**config.mk**
```make
export PLATFORM = sky130hd
export DESIGN_NAME = commit_sequencer_flat
export DESIGN_NICKNAME = d
export VERILOG_FILES = /design/src/rtl/commit_sequencer_if.sv /design/src/rtl/commit_sequencer.sv /design/src/flat_wrapper.sv
export SDC_FILE = /design/constraint.sdc
export NUM_CORES = 1
export LEC_CHECK = 0
export BUFFER_PORTS_ARGS = -buffer_cell sky130_fd_sc_hd__buf_4
export CAP_MARGIN = 20
export CORE_ASPECT_RATIO = 0.5
export CORE_MARGIN = 4
export CORE_UTILIZATION = 43
export CTS_BUF_LIST = sky130_fd_sc_hd__clkbuf_4 sky130_fd_sc_hd__clkbuf_8
export DETAILED_ROUTE_END_ITERATION = 8
export GPL_ROUTABILITY_DRIVEN = 1
export GPL_TIMING_DRIVEN = 0
export MAX_ROUTING_LAYER = met4
export PLACE_DENSITY = 0.71
export SYNTH_ARGS = -nofsm -noshare
export SYNTH_HDL_FRONTEND = slang
export SYNTH_SLANG_ARGS = --single-unit
```
**constraint.sdc**
```tcl
create_clock -name clock -period 17 [get_ports clock]
set_input_delay 0.85 -clock clock [delete_from_list [all_inputs] [get_ports clock]]
set_output_delay 0.85 -clock clock [all_outputs]
set_load 0.02 [all_outputs]
```
**src/rtl/commit_sequencer_if.sv**
```systemverilog
// Commit-to-report bus: two-lane retire input, drain stall, and the single-lane report output.
// The sequencer takes the slave view; the commit stage and harness take the master view.
interface commit_sequencer_if;
  logic        in_valid0;
  logic [63:0] in_pc0;
  logic [31:0] in_inst0;
  logic        in_mmio0;
  logic [11:0] in_rcsr0;
  logic        in_valid1;
  logic [63:0] in_pc1;
  logic [31:0] in_inst1;
  logic        in_mmio1;
  logic [11:0] in_rcsr1;
  logic        in_ready;
  logic        drain_stall;
  logic        out_valid;
  logic [63:0] out_pc;
  logic [31:0] out_inst;
  logic        out_mmio;
  logic [11:0] out_rcsr;

  modport master (
    output in_valid0, in_pc0, in_inst0, in_mmio0, in_rcsr0,
    output in_valid1, in_pc1, in_inst1, in_mmio1, in_rcsr1,
    output drain_stall,
    input  in_ready,
    input  out_valid, out_pc, out_inst, out_mmio, out_rcsr
  );

  modport slave (
    input  in_valid0, in_pc0, in_inst0, in_mmio0, in_rcsr0,
    input  in_valid1, in_pc1, in_inst1, in_mmio1, in_rcsr1,
    input  drain_stall,
    output in_ready,
    output out_valid, out_pc, out_inst, out_mmio, out_rcsr
  );
endinterface

```
**src/rtl/commit_sequencer.sv**
```systemverilog
// Serializes up to two in-order retired records per cycle into a one-record-per-cycle report
// stream through a small FIFO, with backpressure, drain stall and a reported-instruction counter.
module commit_sequencer #(
  parameter int unsigned DEPTH = 4,
  parameter int unsigned CNT_W = 64
) (
  input  logic                  clock,
  input  logic                  reset,
  commit_sequencer_if.slave     bus,
  output logic [CNT_W-1:0]      commit_cnt,
  output logic                  proto_err
);

  localparam int unsigned PtrW   = $clog2(DEPTH);
  localparam int unsigned CountW = $clog2(DEPTH + 1);

  typedef struct packed {
    logic [63:0] pc;
    logic [31:0] inst;
    logic        mmio;
    logic [11:0] rcsr;
  } entry_t;

  entry_t            mem_q [DEPTH];
  logic [PtrW-1:0]   wptr_q, wptr_d;
  logic [PtrW-1:0]   rptr_q, rptr_d;
  logic [CountW-1:0] count_q, count_d;
  logic [CNT_W-1:0]  commit_cnt_q, commit_cnt_d;
  logic              proto_err_q, proto_err_d;

  logic              in_ready;
  logic              deq;
  logic              wr0, wr1;
  logic [1:0]        n_in;
  logic [PtrW-1:0]   wptr1;
  entry_t            lane0, lane1, head;

  assign lane0 = '{pc: bus.in_pc0, inst: bus.in_inst0, mmio: bus.in_mmio0, rcsr: bus.in_rcsr0};
  assign lane1 = '{pc: bus.in_pc1, inst: bus.in_inst1, mmio: bus.in_mmio1, rcsr: bus.in_rcsr1};
  assign head  = mem_q[rptr_q];

  always_comb begin
    // Two free slots guarantee both lanes fit regardless of this cycle's dequeue.
    in_ready     = (count_q <= CountW'(DEPTH - 2));
    wr0          = in_ready & bus.in_valid0;
    wr1          = in_ready & bus.in_valid1;
    n_in         = {1'b0, wr0} + {1'b0, wr1};
    wptr1        = wptr_q + PtrW'(wr0);
    deq          = (count_q != '0) && !bus.drain_stall;
    wptr_d       = wptr_q + PtrW'(n_in);
    rptr_d       = rptr_q + PtrW'(deq);
    count_d      = count_q + CountW'(n_in) - CountW'(deq);
    commit_cnt_d = commit_cnt_q + CNT_W'(deq);
    proto_err_d  = proto_err_q | ((bus.in_valid0 | bus.in_valid1) & ~in_ready);
  end

  always_ff @(posedge clock or negedge reset) begin
    if (!reset) begin
      wptr_q       <= '0;
      rptr_q       <= '0;
      count_q      <= '0;
      commit_cnt_q <= '0;
      proto_err_q  <= 1'b0;
    end else begin
      wptr_q       <= wptr_d;
      rptr_q       <= rptr_d;
      count_q      <= count_d;
      commit_cnt_q <= commit_cnt_d;
      proto_err_q  <= proto_err_d;
    end
  end

  // Payload storage needs no reset: it is only visible through out_* while count is non-zero.
  always_ff @(posedge clock) begin
    if (wr0) mem_q[wptr_q] <= lane0;
    if (wr1) mem_q[wptr1]  <= lane1;
  end

  // Idle cycles present an all-zero record to the report hook.
  always_comb begin
    bus.in_ready  = in_ready;
    bus.out_valid = deq;
    bus.out_pc    = deq ? head.pc   : '0;
    bus.out_inst  = deq ? head.inst : '0;
    bus.out_mmio  = deq ? head.mmio : 1'b0;
    bus.out_rcsr  = deq ? head.rcsr : '0;
    commit_cnt    = commit_cnt_q;
    proto_err     = proto_err_q;
  end

endmodule
```
**src/flat_wrapper.sv**
```systemverilog
// flat-port wrapper written by rule: the top's interface ports become plain ports
module commit_sequencer_flat 
#(
  parameter int unsigned DEPTH = 4,
  parameter int unsigned CNT_W = 64
)
  (clock, reset, commit_cnt, proto_err, bus_in_valid0, bus_in_pc0, bus_in_inst0, bus_in_mmio0, bus_in_rcsr0, bus_in_valid1, bus_in_pc1, bus_in_inst1, bus_in_mmio1, bus_in_rcsr1, bus_drain_stall, bus_in_ready, bus_out_valid, bus_out_pc, bus_out_inst, bus_out_mmio, bus_out_rcsr);
  commit_sequencer_if bus_i ();
  input  logic clock;
  input  logic reset;
  output logic [CNT_W-1:0] commit_cnt;
  output logic proto_err;
  input wire logic [$bits(bus_i.in_valid0)-1:0] bus_in_valid0;
  input wire logic [$bits(bus_i.in_pc0)-1:0] bus_in_pc0;
  input wire logic [$bits(bus_i.in_inst0)-1:0] bus_in_inst0;
  input wire logic [$bits(bus_i.in_mmio0)-1:0] bus_in_mmio0;
  input wire logic [$bits(bus_i.in_rcsr0)-1:0] bus_in_rcsr0;
  input wire logic [$bits(bus_i.in_valid1)-1:0] bus_in_valid1;
  input wire logic [$bits(bus_i.in_pc1)-1:0] bus_in_pc1;
  input wire logic [$bits(bus_i.in_inst1)-1:0] bus_in_inst1;
  input wire logic [$bits(bus_i.in_mmio1)-1:0] bus_in_mmio1;
  input wire logic [$bits(bus_i.in_rcsr1)-1:0] bus_in_rcsr1;
  input wire logic [$bits(bus_i.drain_stall)-1:0] bus_drain_stall;
  output wire logic [$bits(bus_i.in_ready)-1:0] bus_in_ready;
  output wire logic [$bits(bus_i.out_valid)-1:0] bus_out_valid;
  output wire logic [$bits(bus_i.out_pc)-1:0] bus_out_pc;
  output wire logic [$bits(bus_i.out_inst)-1:0] bus_out_inst;
  output wire logic [$bits(bus_i.out_mmio)-1:0] bus_out_mmio;
  output wire logic [$bits(bus_i.out_rcsr)-1:0] bus_out_rcsr;
  assign bus_i.in_valid0 = bus_in_valid0;
  assign bus_i.in_pc0 = bus_in_pc0;
  assign bus_i.in_inst0 = bus_in_inst0;
  assign bus_i.in_mmio0 = bus_in_mmio0;
  assign bus_i.in_rcsr0 = bus_in_rcsr0;
  assign bus_i.in_valid1 = bus_in_valid1;
  assign bus_i.in_pc1 = bus_in_pc1;
  assign bus_i.in_inst1 = bus_in_inst1;
  assign bus_i.in_mmio1 = bus_in_mmio1;
  assign bus_i.in_rcsr1 = bus_in_rcsr1;
  assign bus_i.drain_stall = bus_drain_stall;
  assign bus_in_ready = bus_i.in_ready;
  assign bus_out_valid = bus_i.out_valid;
  assign bus_out_pc = bus_i.out_pc;
  assign bus_out_inst = bus_i.out_inst;
  assign bus_out_mmio = bus_i.out_mmio;
  assign bus_out_rcsr = bus_i.out_rcsr;
  commit_sequencer #(.DEPTH(DEPTH), .CNT_W(CNT_W)) u_core (.clock(clock), .reset(reset), .bus(bus_i), .commit_cnt(commit_cnt), .proto_err(proto_err));
endmodule
```
==> metrics.txt <==
die height=178 um; IO Pins=399; worst min path class=in2async; total power draw=between 4000 and 5000 uW; pin count of the biggest net entering global routing=between 70 and 80; Clock Sinks=508; RSZ-0062 raised after global routing=no; Final #Nets=roughly 2,200; clock skew=approximately 0.041 ns; Post-CTS Setup Inserts=0; R2R Path Start=u_core.count_q[0]$_DFF_PN0_; Critical path buffers and inverters=8; FF+latch count, synth=between 500 and 600; CTS Buf Count=a little under 80; WS Path Type=reg2reg; r2r endpoint=u_core.mem_q[1][39]$_DFFE_PP_; minimum clock period=~4.3 ns; Top Family by Delay on Critical Path=buffers and inverters; DRT Pass-1 Iters=5; Overall Global Routing Usage=a little over a fifth; CTS clk-pin slew, worst paths=~0.07 ns; final count of pins violating max slew=0; CTS tree=built; DRC viols=0; Synth Instances=between 1,000 and 1,500; row count=62; Syn Area/Cell=16.9 um2; Post-synth EDFFs=436; Remaining Overflow, GRT=0; CP max stage cell=clkbuf_1; depth of the CTS H-tree=3; syn nets=1,712; crit-path most repeated cell=buf_16; vias in the first global route=between 15,000 and 20,000; CP peak stage delay=approximately 0.73 ns; crit-path max FO=13; dominant cells by area after synthesis=edfxtp_1, mux2_2, mux4_2; FF-to-FF setup slack=approximately 13 ns; Sw Share=32.9%; hold_buf cts=0; initial core utilization=between 40% and 50%; ys async rst share=between 10% and 20%; clk_lat worst skew=approximately 0.65 ns; first-pass GRT wire length=96,600 um; Clock Tree Buf Depth=3; Final Hold Fails=0; Internal Power=3170 uW; post-synth cell types=37; share of layout cells above drive strength 1=approximately 57%; DRT antenna net count=0; CP Data Arrival Time=4.66 ns; RD Place Congestion=just under 0.8; Die Wd=between 300 and 400 um; initial antenna violation count=10; Pleak=about 0.012 uW; synth cell count leaders=edfxtp_1, mux2_2, and2_1, mux4_2, dfrtp_1; PD cells=152 mW/mm2; combinational power share=around two fifths; Crit path required time=17.39 ns; Core Util, Final=between 50% and 60%; vias after detailed routing=15,000; 1st-iter DRT viols=912; Die Footprint=about 0.062 mm2; CP cell instances=a21oi_1 -> nand2_1 -> inv_1 -> ha_1 -> xnor2_1 -> nand3_1 -> clkbuf_1 -> buf_2 -> o31ai_4 -> buf_16 -> buf_16 -> buf_16 -> buf_8 -> buf_8; Yosys top cell by area=edfxtp_1; r2r worst-path depth=14; Yosys warnings=0; total of max-cap violations=0; Tightest Pin Transition=about 1.0 ns; Core Region=~0.057 mm2; Max Fclk=approximately 230 MHz; Net Sw Power=around 1600 uW; # setup viols final=0; slew margin rel.=about a third; Tcrit/Tclk final=between 20% and 30%; Via-to-Cell Ratio=~5.3; area grow syn2layout=24.4%; power share of the clock group=approximately 22%; HPWL Detailed=between 40,000 and 50,000 um; setup TNS=0 ns; CP endpoint kind=flop; DR WL/cell=~23 um; Port Buffers=slightly below 400; Seq/Total Area, Yosys=between 50% and 60%; final wirelength=around 65,000 um; root buf cell=clkbuf_8; Seq pwr share=between 30% and 40%; most frequently used flop master after synthesis=edfxtp_1; Fill cells=between 4,000 and 5,000; status=complete, no violations; Peak VDD IR=0.0697 mV; CP Launch Type=flop; area share of the largest cell type after synthesis=between 50 and 60%; cell area after synthesis=around 0.025 mm2; # resized after CTS=0
[layout make-up]
type | instances | area (um2) | area share [%]
antenna | 8 | 20.0 | 0.0644
sequential | 508 | 14900 | 47.9
inverter | 14 | 52.6 | 0.169
timing repair buffer | 426 | 3570 | 11.5
clock inverter | 27 | 121 | 0.390
tap | 768 | 961 | 3.09
buffer | 86 | 389 | 1.25
clock buffer | 111 | 1380 | 4.45
multi-input combinational | 871 | 9710 | 31.2
[cells by family (layout without fill, tap and decap cells)]
family,count (synthesis),in the layout,share of synthesized area [%]
other cells,0,8,0
flops,508,508,59.6
xor+xnor,69,69,2.42
simple gates,241,241,6.09
fa+ha+maj,10,10,0.531
buf+inv,100,664,1.77
compound gates,6,6,0.150
mux,545,545,29.5
[power groups by stage]
stage,Clock [uW],Combinational (uW),Sequential [uW]
after floorplan,0,1140,1940
final,1020,1880,1820
after CTS,1040,1910,1820
after global routing,1090,2000,1840
after detailed placement,0,1900,1850
after global placement,0,1750,2050
[cells in the final DEF (no fill, tap or decap), drive strengths merged, types with 7 or more instances in the layout]
| cell type | instances |
|---|---|
| and2 | 112 |
| nor2 | 16 |
| mux4 | 109 |
| buf | 488 |
| ha | 9 |
| xnor2 | 42 |
| nand4 | 23 |
| dfrtp | 72 |
| and3 | 7 |
| diode | 8 |
| edfxtp | 436 |
| nor4 | 9 |
| nand2 | 28 |
| inv | 16 |
| clkbuf | 135 |
| nor3 | 13 |
| mux2 | 436 |
| nand3 | 23 |
| xor2 | 27 |
| clkinv | 25 |
[flip-flops by register name (all words and copies together) (netlist names)]
name and count:
u_core.proto_err 1, u_core.count_q 3, u_core.commit_cnt 64, u_core.wptr_q 2, u_core.rptr_q 2, u_core.mem_q 436
[per-stage QoR]
stage	setup WS [ns]	hold WS [ns]	instances	cell area, um2
4_1_cts	12.73	0.366	2811	31100
2_1_floorplan	7.24	0.461	1479	25000
6_report	12.74	0.388	2819	31100
3_3_place_gp	-0.00665	0.462	2645	28900
5_1_grt	12.61	0.418	2819	31100
3_5_place_dp	12.60	0.472	2673	29600
[worst max path at each step]
stage                                            from                       endpoint  slack (ns)  cells past startpoint
final                     u_core.count_q[0]$_DFF_PN0_  u_core.mem_q[1][39]$_DFFE_PP_       12.74                     14
after global routing      u_core.count_q[0]$_DFF_PN0_  u_core.mem_q[1][39]$_DFFE_PP_       12.61                     14
after CTS                 u_core.count_q[0]$_DFF_PN0_  u_core.mem_q[1][39]$_DFFE_PP_       12.73                     14
after detailed placement                bus_in_valid0  u_core.mem_q[1][40]$_DFFE_PP_       12.60                     14
after global placement                  bus_in_valid0  u_core.mem_q[0][42]$_DFFE_PP_      -0.007                      3
after floorplan           u_core.count_q[0]$_DFF_PN0_   u_core.mem_q[0][0]$_DFFE_PP_        7.24                      3
[routing by layer]
layer	track usage, %	part of all wire [%]
met1	24.3	39
met2	38.3	54
met3	3.32	3.4
met4	7.53	3.1
met5	-	0
Power figures use the tool's default switching activity.
